**src/rtl/clk_div_pkg.sv**
```systemverilog
// clk_div_pkg: shared widths, controller states and half-period helper for the clock divider
package clk_div_pkg;
  localparam int SEL_W = 3;
  localparam int MAX_SEL = 4;
  localparam int CNT_W = 4;
  typedef enum logic [1:0] {IDLE, RUN, PEND, STOP} state_e;
  function automatic logic [CNT_W-1:0] half_m1(input logic [SEL_W-1:0] sel);
    return CNT_W'((32'd1 << sel) - 32'd1);
  endfunction
endpackage

```
**src/rtl/clk_div_period_cnt.sv**
```systemverilog
// clk_div_period_cnt: half-period counter driving the registered divided clock and its tick
module clk_div_period_cnt import clk_div_pkg::*; (
  input  logic             clk,
  input  logic             rst,
  input  logic             run,
  input  logic             restart,
  input  logic [CNT_W-1:0] half_m1,
  output logic             clk_out,
  output logic             tick,
  output logic             boundary
);
  logic [CNT_W-1:0] cnt;
  logic wrap;
  assign wrap = cnt == half_m1;
  // Last cycle of the low half, independent of run so the controller can use it to halt.
  assign boundary = !clk_out && wrap;
  always_ff @(posedge clk) begin
    if (rst || (!run && !restart)) begin
      cnt <= '0;
      clk_out <= 1'b0;
      tick <= 1'b0;
    end else if (restart) begin
      cnt <= '0;
      clk_out <= 1'b1;
      tick <= 1'b1;
    end else begin
      cnt <= wrap ? '0 : cnt + CNT_W'(1);
      clk_out <= clk_out ^ wrap;
      tick <= boundary;
    end
  end
endmodule

```
**src/rtl/clk_div_sched.sv**
```systemverilog
// clk_div_sched: run/stop and ratio controller that only changes the divided clock on period boundaries
module clk_div_sched import clk_div_pkg::*; (
  input  logic             clk,
  input  logic             rst,
  input  logic             en,
  input  logic             cfg_valid,
  input  logic [SEL_W-1:0] cfg_sel,
  output logic             cfg_ready,
  output logic             cfg_err,
  output logic             clk_out,
  output logic             tick,
  output logic [SEL_W-1:0] cur_sel,
  output logic             busy
);
  state_e state;
  logic [SEL_W-1:0] pend_sel;
  logic stop_flag, acc, legal, boundary, halt, restart, run;
  assign cfg_ready = state == IDLE || state == RUN;
  assign acc = cfg_valid && cfg_ready;
  assign legal = cfg_sel <= SEL_W'(MAX_SEL);
  assign busy = state != IDLE;
  // halt suppresses the 0->1 toggle at the final boundary so no runt high pulse appears
  assign halt = boundary && (state == STOP ? !en : state == PEND && (stop_flag || !en));
  assign restart = (state == IDLE && en) || (state == PEND && boundary && !halt);
  assign run = busy && !halt;
  clk_div_period_cnt u_cnt (
    .clk(clk),
    .rst(rst),
    .run(run),
    .restart(restart),
    .half_m1(half_m1(cur_sel)),
    .clk_out(clk_out),
    .tick(tick),
    .boundary(boundary)
  );
  always_ff @(posedge clk) begin
    if (rst) begin
      state <= IDLE;
      cur_sel <= '0;
      pend_sel <= '0;
      stop_flag <= 1'b0;
      cfg_err <= 1'b0;
    end else begin
      cfg_err <= acc && !legal;
      unique case (state)
        IDLE: begin
          if (acc && legal) cur_sel <= cfg_sel;
          if (en) state <= RUN;
        end
        RUN: begin
          if (acc && legal) begin
            pend_sel <= cfg_sel;
            stop_flag <= !en;
            state <= PEND;
          end else if (!en) state <= STOP;
        end
        PEND: begin
          stop_flag <= stop_flag || !en;
          if (boundary) begin
            cur_sel <= pend_sel;
            state <= halt ? IDLE : RUN;
          end
        end
        STOP: begin
          if (en) state <= RUN;
          else if (boundary) state <= IDLE;
        end
      endcase
    end
  end
endmodule

```
**config.mk**
```make
export PLATFORM = sky130hd
export DESIGN_NAME = clk_div_sched
export DESIGN_NICKNAME = d
export VERILOG_FILES = /design/src/rtl/clk_div_pkg.sv /design/src/rtl/clk_div_period_cnt.sv /design/src/rtl/clk_div_sched.sv
export SDC_FILE = /design/constraint.sdc
export NUM_CORES = 1
export LEC_CHECK = 0
export BUFFER_PORTS_ARGS = -buffer_cell sky130_fd_sc_hd__buf_2
export CAP_MARGIN = 10
export CORE_MARGIN = 5
export CORE_UTILIZATION = 55
export CTS_BUF_LIST = sky130_fd_sc_hd__clkbuf_16
export CTS_CLUSTER_DIAMETER = 50
export CTS_CLUSTER_SIZE = 40
export DETAILED_ROUTE_END_ITERATION = 6
export MAX_ROUTING_LAYER = met4
export PLACE_DENSITY_LB_ADDON = 0.25
export SETUP_SLACK_MARGIN = 0.15
export SLEW_MARGIN = 20
export SYNTH_ARGS = -nofsm -noshare
export SYNTH_HDL_FRONTEND = slang
export SYNTH_SLANG_ARGS = --single-unit
```
**constraint.sdc**
```tcl
create_clock -name clk -period 4.6 [get_ports clk]
set_input_delay 0.92 -clock clk [delete_from_list [all_inputs] [get_ports clk]]
set_output_delay 0.92 -clock clk [all_outputs]
set_load 0.05 [all_outputs]
```
== Word level (Yosys, flattened, before mapping) ==
Index checks and enable logic that the tools add are counted.

* Shift operators: 1
* Magnitude comparators: 1
* Equal/unequal tests: 10
* Reductions and logical operators: 30
* Add/sub/neg operators: 2
* Bitwise logic cells: 1
* Muxes and demuxes: 16

{| class="wikitable"
|+ Operators by type and width
! cell !! number
|-
| $mux 2 || 6
|-
| $logic_and 1x1->1 || 11
|-
| $pmux 2 s4 || 1
|-
| $logic_not 1->1 || 6
|-
| $mux 3 || 2
|-
| $pmux 3 s2 || 1
|-
| $reduce_bool 2->1 || 3
|-
| $mux 1 || 5
|-
| $add 4x1->4 const B || 1
|-
| $eq 2x2->1 const B || 2
|-
| $eq 4x4->1 || 1
|-
| $logic_or 1x1->1 || 4
|-
| $ne 2x1->1 const B || 2
|-
| $ne 2x2->1 const B || 2
|-
| $reduce_and 2->1 || 2
|-
| $reduce_and 4->1 || 1
|-
| $shl 1x3->4 const A || 1
|-
| $sub 4x1->4 const B || 1
|-
| $le 3x3->1 const B || 1
|-
| $ne 3x2->1 const B || 1
|-
| $ne 3x3->1 const B || 1
|-
| $reduce_and 3->1 || 1
|-
| $reduce_or 3->1 || 1
|-
| $eq 2x1->1 const B || 1
|-
| other kinds (3) || 3
|}

* Bits of input ports: 7
* Register bits after elaboration: 16

== Depth between registers and ports, before layout ==
Gate-level depths: netlist of run 1.

* Depth in word-level cells: 12
* Gate-level depth with buffers: 11

== Modules after synthesis ==
From an unflattened synthesis of run 1, not the netlist that was laid out.

* Cells, all modules: 97
* Area, all modules: 908.4 µm²

{| class="wikitable"
|+ Modules (own cells, without submodules)
! module !! cells an instance !! times used !! area an instance (µm²)
|-
| clk_div_sched || 69 || 1 || 629.4
|-
| clk_div_period_cnt || 28 || 1 || 279.0
|}

== Worst setup path after synthesis of run 1 ==
Ideal clock, no wire load.

* Path kind: register -> register
* From: register cur_sel[0]
* To: register cur_sel[2]
* Cell stages (with the launch flop): 11
* Path buffers: 0
* Arrival time: 2684 ps
* Setup slack: 1825 ps
* Cell sequence: dfxtp_1 > or3b_2 > ha_1 > xnor2_1 > nor3b_2 > o21ai_0 > a21oi_1 > ha_1 > a22o_2 > a21oi_1 > a311oi_1

* Word-level cells in the longest chain between the ends: 6

{| class="wikitable"
|+ Ends and longest elaborated chain
! element !! RTL line !! RTL
|-
| from (decl) || clk_div_sched.sv:12 || <nowiki>output logic [SEL_W-1:0] cur_sel,</nowiki>
|-
| from (signal assigned) || clk_div_sched.sv:47 || <nowiki>if (acc && legal) cur_sel <= cfg_sel;</nowiki>
|-
| from (signal assigned) || clk_div_sched.sv:60 || <nowiki>cur_sel <= pend_sel;</nowiki>
|-
| $shl 1x3->4 || clk_div_pkg.sv:8 || <nowiki>return CNT_W'((32'd1 << sel) - 32'd1);</nowiki>
|-
| $sub 4x1->4 || clk_div_pkg.sv:8 ||
|-
| $eq 4x4->1 || clk_div_period_cnt.sv:14 || <nowiki>assign wrap = cnt == half_m1;</nowiki>
|-
| $logic_and 1x1->1 || clk_div_period_cnt.sv:16 || <nowiki>assign boundary = !clk_out && wrap;</nowiki>
|-
| $ne 2x2->1 (no line) || - ||
|-
| $reduce_and 3->1 (no line) || - ||
|}

No other way between the ends.
A chain may end at the register's enable or synchronous reset.

== Worst setup path in the final report of run 1 ==
* From: register cur_sel[1]
* To: register u_cnt.clk_out

* Word-level cells in the longest chain between the ends: 11

{| class="wikitable"
|+ Ends and longest elaborated chain
! element !! RTL line !! RTL
|-
| $shl 1x3->4 (*) || clk_div_pkg.sv:8 ||
|-
| $sub 4x1->4 (*) || clk_div_pkg.sv:8 ||
|-
| $eq 4x4->1 (*) || clk_div_period_cnt.sv:14 ||
|-
| $logic_and 1x1->1 || clk_div_period_cnt.sv:16 ||
|-
| $logic_and 1x1->1 || clk_div_sched.sv:23 || <nowiki>assign halt = boundary && (state == STOP ? !en : state == PEND && (stop_flag || !en));</nowiki>
|-
| $logic_not 1->1 || clk_div_sched.sv:24, clk_div_sched.sv:25 ||
|-
| $logic_and 1x1->1 || clk_div_sched.sv:24 || <nowiki>assign restart = (state == IDLE && en) || (state == PEND && boundary && !halt);</nowiki>
|-
| $logic_or 1x1->1 || clk_div_sched.sv:24 ||
|-
| $logic_not 1->1 || clk_div_period_cnt.sv:18 || <nowiki>if (rst || (!run && !restart)) begin</nowiki>
|-
| $logic_and 1x1->1 || clk_div_period_cnt.sv:18 ||
|-
| $logic_or 1x1->1 || clk_div_period_cnt.sv:18 ||
|-
| to (signal assigned) || clk_div_period_cnt.sv:28 || <nowiki>clk_out <= clk_out ^ wrap;</nowiki>
|-
| to (decl) || clk_div_period_cnt.sv:8 || <nowiki>output logic clk_out,</nowiki>
|}

Mark *: on every way between the ends. The rest lies on a longest branch, timed or not.

==> results.toml, run 1 <==
[grt]
antenna_found_initial = 0
gr-total-overflow = 0
grt_pass1_wl_microns = 3180
grt_use_total = 0.174
grt_pass1_vias = 709
grt_max_degree = 14

[timing]
fmax_mhz = 362
setup_viol = 0
finalCritPeriodShare = 0.600
tns_ns = 0
slew_violations = 0
setup_slack_ns = 1.84
worst_pin_slew_ns = 0.460
grt_setup_unrepaired = "false"
clock_skew_ns = 0.00169
fin_crit_ns = 2.76
finalHoldViolations = 0
relSlewSlack = 0.693

[worst_hold_path]
hold_class = "flip-flop to flip-flop"

[critical_path]
crit_path_end_kind = "flip-flop"
cp_max_fo = 6
worstPathRequired_ns = 4.78
crit_type = "flip-flop to flip-flop"
critPathArrivalTime_ns = 2.94
startpoint_type = "flip-flop"

[cells_and_area]
antenna-diode-count = 0
area_delta_synth_final_pct = 17.6
multi_input_area_sq_um = 493
design_area_sq_um = 1000
seqCellArea_sq_um = 320
drive_gt1_frac = 0.243
instances_no_fill = 123
nNetsFinal = 118
fillerInstances = 115

[synthesis]
syn_inst = 92
synth_edf_count = 0
syn_area_per_cell_sq_um = 9.25
ys_ff_latch = 16
synth.distinct_cells = 35
async_flop_share = 0
yosys_warnings = 0
ys.flop_type = "dfxtp_1"
synth_top_area_share = 0.376
synth_common_cells = "dfxtp_1 (16), mux2i_1 (6), nand2_1 (6), nor2_1 (6), a21oi_1 (5)"
yosysSeqAreaShare = 0.376
syn_area_sq_um = 851
yosys.area.top_type = "dfxtp_1"
synthesis.nets = 102
yosysMostFrequentCell = "dfxtp_1"
synthTopCellsByArea = "dfxtp_1 (38%), mux2i_1 (7.1%), ha_1 (4.4%)"

[placement]
io_buffers = 14
placed_area_sq_um = 922
post-place-cells = 119
place_hpwl_microns = 1250
dp_worst_setup_slack_ns = 1.95
gp_congestion = 0.853

[drt]
drc = 0
via_per_inst = 5.75
drt_iter0_markers = 13
ant_nets = 0
drt-pass1-iter-count = 4
vias = 707
drt_wl_total_microns = 1750
wl_per_cell_microns = 14.2

[clock_network]
cts_buffers = 3
clock_path_buffers = 2
ctsHoldBuffers = 0
ctsResizeCount = 0
htreeDepth = 1
insertion_delay_ns = 0.25
cts_setup_buffers = 0
cts.clk_slew.worst_paths_ns = 0.05
root_buffer = "clkbuf_16"
cts_tree = "yes"
cts.sinks = 16

[outcome]
status = "finished clean"

[pwr]
p_leak_nw = 0.423
power.total_mw = 0.554
irDropWorstVdd_mv = 0.371
p_per_area_nw_per_um2 = 554

[die]
dieArea_sq_um = 2430
dieWidth_microns = 49.3
ioPinCount = 15
core_area_sq_um = 1490
die_height_microns = 49.3
initial_core_util = 0.571
fp-row-count = 14

[run]
cap_violations = 0
## per-layer routing
metal,GRT usage,part of all wire,wire length [microns]
met4,0.0807,0.017,29
met3,0.0673,0.046,81
met2,0.268,0.51,897
met5,-,0,0
met1,0.196,0.42,742
## registers in the layout (all words and copies together) (netlist names)
name / flops
cfg_err: 1
cur_sel: 3
pend_sel: 3
state: 2
stop_flag: 1
u_cnt.clk_out: 1
u_cnt.cnt: 4
u_cnt.tick: 1
## stage by stage
step / utilization / hold slack [ns]
after floorplan: - / 0.463
after global placement: 0.619 / 0.478
after detailed placement: 0.619 / 0.500
after CTS: 0.672 / 0.511
after global routing: 0.672 / 0.560
final: 0.672 / 0.504
## cell usage in the layout, fill, tap and decap left out, drive strengths merged, types with 2 or more instances in the layout
cell type	count
dfxtp	16
buf	14
nand2	6
nor2	6
mux2i	6
a21oi	5
o21ai	5
inv	5
nand3	4
xnor2	3
a311oi	3
a31oi	3
nor3	3
ha	3
clkbuf	3
nor3b	3
xor2	2
nor2b	2
o211ai	2
## path summary, 6_finish.rpt
path | from | end | slack [ns] | cells after the start
worst max-delay path | cur_sel[1] | u_cnt.clk_out | 1.84 | 11
worst min register to register | pend_sel[0] | pend_sel[0] | 0.50 | 2
worst max register to register | cur_sel[1] | u_cnt.clk_out | 1.84 | 11
worst min-delay path | pend_sel[0] | pend_sel[0] | 0.50 | 2
## power by group
group,switching [mW],internal [mW]
clock network,0.0543,0.115
logic,0.133,0.0715
registers,0.0221,0.158
## worst max-delay path: stages (launching register included)
cell     delay (ns)
dfxtp_1        0.35
or3b_2         0.48
ha_1           0.20
xnor2_1        0.25
nor3b_2        0.26
o21ai_0        0.11
a21oi_1        0.14
ha_1           0.28
inv_1          0.10
o21ai_0        0.25
nand3_1        0.11
a21oi_1        0.16
## cells by family (layout without fill, tap and decap cells)
| kind of cell | after synthesis | count (layout) | share of synthesized area |
|---|---|---|---|
| AOI/OAI and AO/OA | 25 | 25 | 0.201 |
| xor gates and xnor gates | 5 | 5 | 0.0515 |
| DFF | 16 | 16 | 0.376 |
| adders and majority gates | 3 | 3 | 0.0441 |
| and+or+nand+nor | 29 | 29 | 0.212 |
| buffers and inverters | 8 | 23 | 0.0441 |
| muxes | 6 | 6 | 0.0706 |
## final cells by class
cell class | count | share of cell area
clock buffer | 3 | 0.0750
clock inverter | 1 | 0.00375
inverter | 5 | 0.0188
multi-input combinational | 68 | 0.493
sequential | 16 | 0.320
tap | 16 | 0.0200
timing repair buffer | 14 | 0.0700
No activity file was read; power rests on OpenSTA's default activity.
==> run 2: changes to the inputs <==
CORE_UTILIZATION = 48   (was 55)
clock period = 2.38 ns   (was 4.6 ns; I/O delays follow)
==> run 2 against run 1 <==
  * Design area increased by 20%
  * Highest routed layer unchanged
  * Final cell count increased by 16%
  * Register-to-register slack got worse by 1.9 ns
  * Die area increased by 12%
  * Core utilization increased by 2.8 points
  * First-iteration DRC count decreased by 7.7%
  * The flow now finishes with violations (setup timing)
  * Critical path type unchanged
  * Clock power increased by 94%
  * Routed wire length increased by 17%
  * Hold slack got worse by 0.010 ns
  * Non-clock buffer count increased by 11
  * Critical endpoint is now cur_sel[2]
==> results.toml, run 2 (same netlist as run 1, synthesis figures left out) <==
[cells_and_area]
drive_gt1_frac = 0.432
antenna-diode-count = 0
final_cell_mix = "buf_2 (14), dfxtp_1 (13), buf_4 (11)"
instances_no_fill = 143
top_regs = "u_cnt.cnt: 4 flops, cur_sel: 3 flops, pend_sel: 3 flops"
layout_commonest_cell = "buf_2"
nNetsFinal = 129
largest_reg_flops = 4
area_delta_synth_final_pct = 40.6
largest_register = "u_cnt.cnt"

[timing]
relSlewSlack = 0.654
setup_viol = 5
setup_slack_ns = -0.0529
worst_pin_slew_ns = 0.518
finalHoldViolations = 0
fmax_mhz = 411
grt_setup_unrepaired = "true"
slew_violations = 0
finalCritPeriodShare = 1.02
fin_crit_ns = 2.43
clock_skew_ns = 0.00384

[critical_path]
cp_max_fo = 6
startpoint_type = "flip-flop"
critical-path-slowest-cell = "or3b_4"
crit_chain = "or3b_4, ha_4, xnor2_4, nor3b_4, o21ai_1, a21oi_1, ha_2, a22o_4, a21oi_2, a311oi_1"
critPathArrivalTime_ns = 2.58
crit_type = "flip-flop to flip-flop"
slowest_delay_ns = 0.40
crit_buf_inv = 0
cp_top_family = "compound AO/OA/AOI/OAI gates"
crit_path_end_kind = "flip-flop"
worstPathRequired_ns = 2.53

[drt]
vias = 786
via_per_inst = 5.50
wl_per_cell_microns = 14.3
drt_wl_total_microns = 2050
drc = 0
drt-pass1-iter-count = 4
ant_nets = 0
drt_iter0_markers = 12

[pwr]
irDropWorstVdd_mv = 0.606
power_frac_comb = 0.462
clkPwrFrac = 0.261
power.internal_mw = 0.793
p_per_area_nw_per_um2 = 1060
p_leak_nw = 0.502
p_sw_frac = 0.372
power_frac_seq = 0.277
p_switching_mw = 0.470

[clock_network]
root_buffer = "clkbuf_16"
insertion_delay_ns = 0.25
cts.sinks = 16
cts_tree = "yes"
cts.clk_slew.worst_paths_ns = 0.05
clock_path_buffers = 2
cts_buffers = 3
htreeDepth = 1

[die]
die_height_microns = 52.1
initial_core_util = 0.498
ioPinCount = 15
core_area_sq_um = 1710
dieWidth_microns = 52.1
dieArea_sq_um = 2710
fp-row-count = 15

[grt]
gr-total-overflow = 0
grt_max_degree = 14
grt_pass1_vias = 726
use_met1 = 0.202
gr-usage-met3 = 0.0659
grt_pass1_wl_microns = 3450
grt_use_total = 0.182
antenna_found_initial = 0
grtUsageMet2 = 0.278
gr-max-usage-layer = "met2"

[placement]
dp_worst_setup_slack_ns = -0.0293
io_buffers = 14
place_hpwl_microns = 1300
post-place-cells = 129
gp_congestion = 0.739

[outcome]
violations = "setup timing"
status = "complete, but fails checks"

[worst_hold_path]
hold_class = "flip-flop to flip-flop"

[run]
cap_violations = 0
## run 2: cell types whose count changed in the layout (fill, tap and decap cells not counted), moves of 2 or more
| cell | change |
|---|---|
| ha_1 | -2 |
| o21ai_0 | -3 |
| buf_4 | +11 |
| o21ai_1 | +2 |
| dfxtp_4 | +3 |
| a21oi_1 | -3 |
| dfxtp_1 | -3 |
| a21oi_2 | +2 |
## run 2: area by class of cell
class | instances | area, sq um
Inverter | 5 | 18.8
Multi-Input combinational cell | 68 | 583
Fill cell | 133 | 512
Timing Repair Buffer | 25 | 153
Tap cell | 25 | 31.3
Sequential cell | 16 | 332
Clock inverter | 1 | 3.75
Clock buffer | 3 | 75.1
## run 2: final timing paths
kind                       to         from  cells past startpoint  slack [ns]
setup / recovery   cur_sel[2]   cur_sel[2]                     10       -0.05
hold / removal    pend_sel[2]  pend_sel[2]                      2        0.49
setup reg to reg   cur_sel[2]   cur_sel[2]                     10       -0.05
hold reg to reg   pend_sel[2]  pend_sel[2]                      2        0.49
## run 2: per-layer routing
layer | vias to the layer above | part of all wire
li1 | 388 | -
met1 | 370 | 0.42
met2 | 20 | 0.51
met3 | 8 | 0.047
met4 | 0 | 0.023
met5 | - | 0
## run 2: timing repair
item,in CTS,in global routing
pin swaps,7,9
setup endpoints to repair,10,11
setup buffers,5,5
gates resized for setup,3,7
hold buffers,0,0
## run 2: power by group through the flow
stage,clock network [mW],registers (mW),logic (mW)
6_report,0.329,0.350,0.584
5_1_grt,0.352,0.355,0.628
4_1_cts,0.337,0.347,0.492
3_5_place_dp,0,0.353,0.435
3_3_place_gp,0,0.352,0.432
2_1_floorplan,0,0.408,0.300
## run 2: stage by stage
| stage | hold WS, ns | total power, mW | setup TNS, ns | area [sq um] | utilization |
|---|---|---|---|---|---|
| floorplan | 0.463 | 0.707 | 0 | 896 | - |
| global placement | 0.481 | 0.784 | 0 | 986 | 0.577 |
| detailed placement | 0.487 | 0.788 | -0.0604 | 986 | 0.577 |
| CTS | 0.500 | 1.18 | 0 | 1120 | 0.654 |
| global route | 0.529 | 1.33 | -0.919 | 1200 | 0.700 |
| finish | 0.493 | 1.26 | -0.134 | 1200 | 0.700 |
## run 2: tightest hold or removal path: stages, from the launching register on
cell     delay (ns)
dfxtp_1        0.32
mux2i_1        0.07
nor2_1         0.07
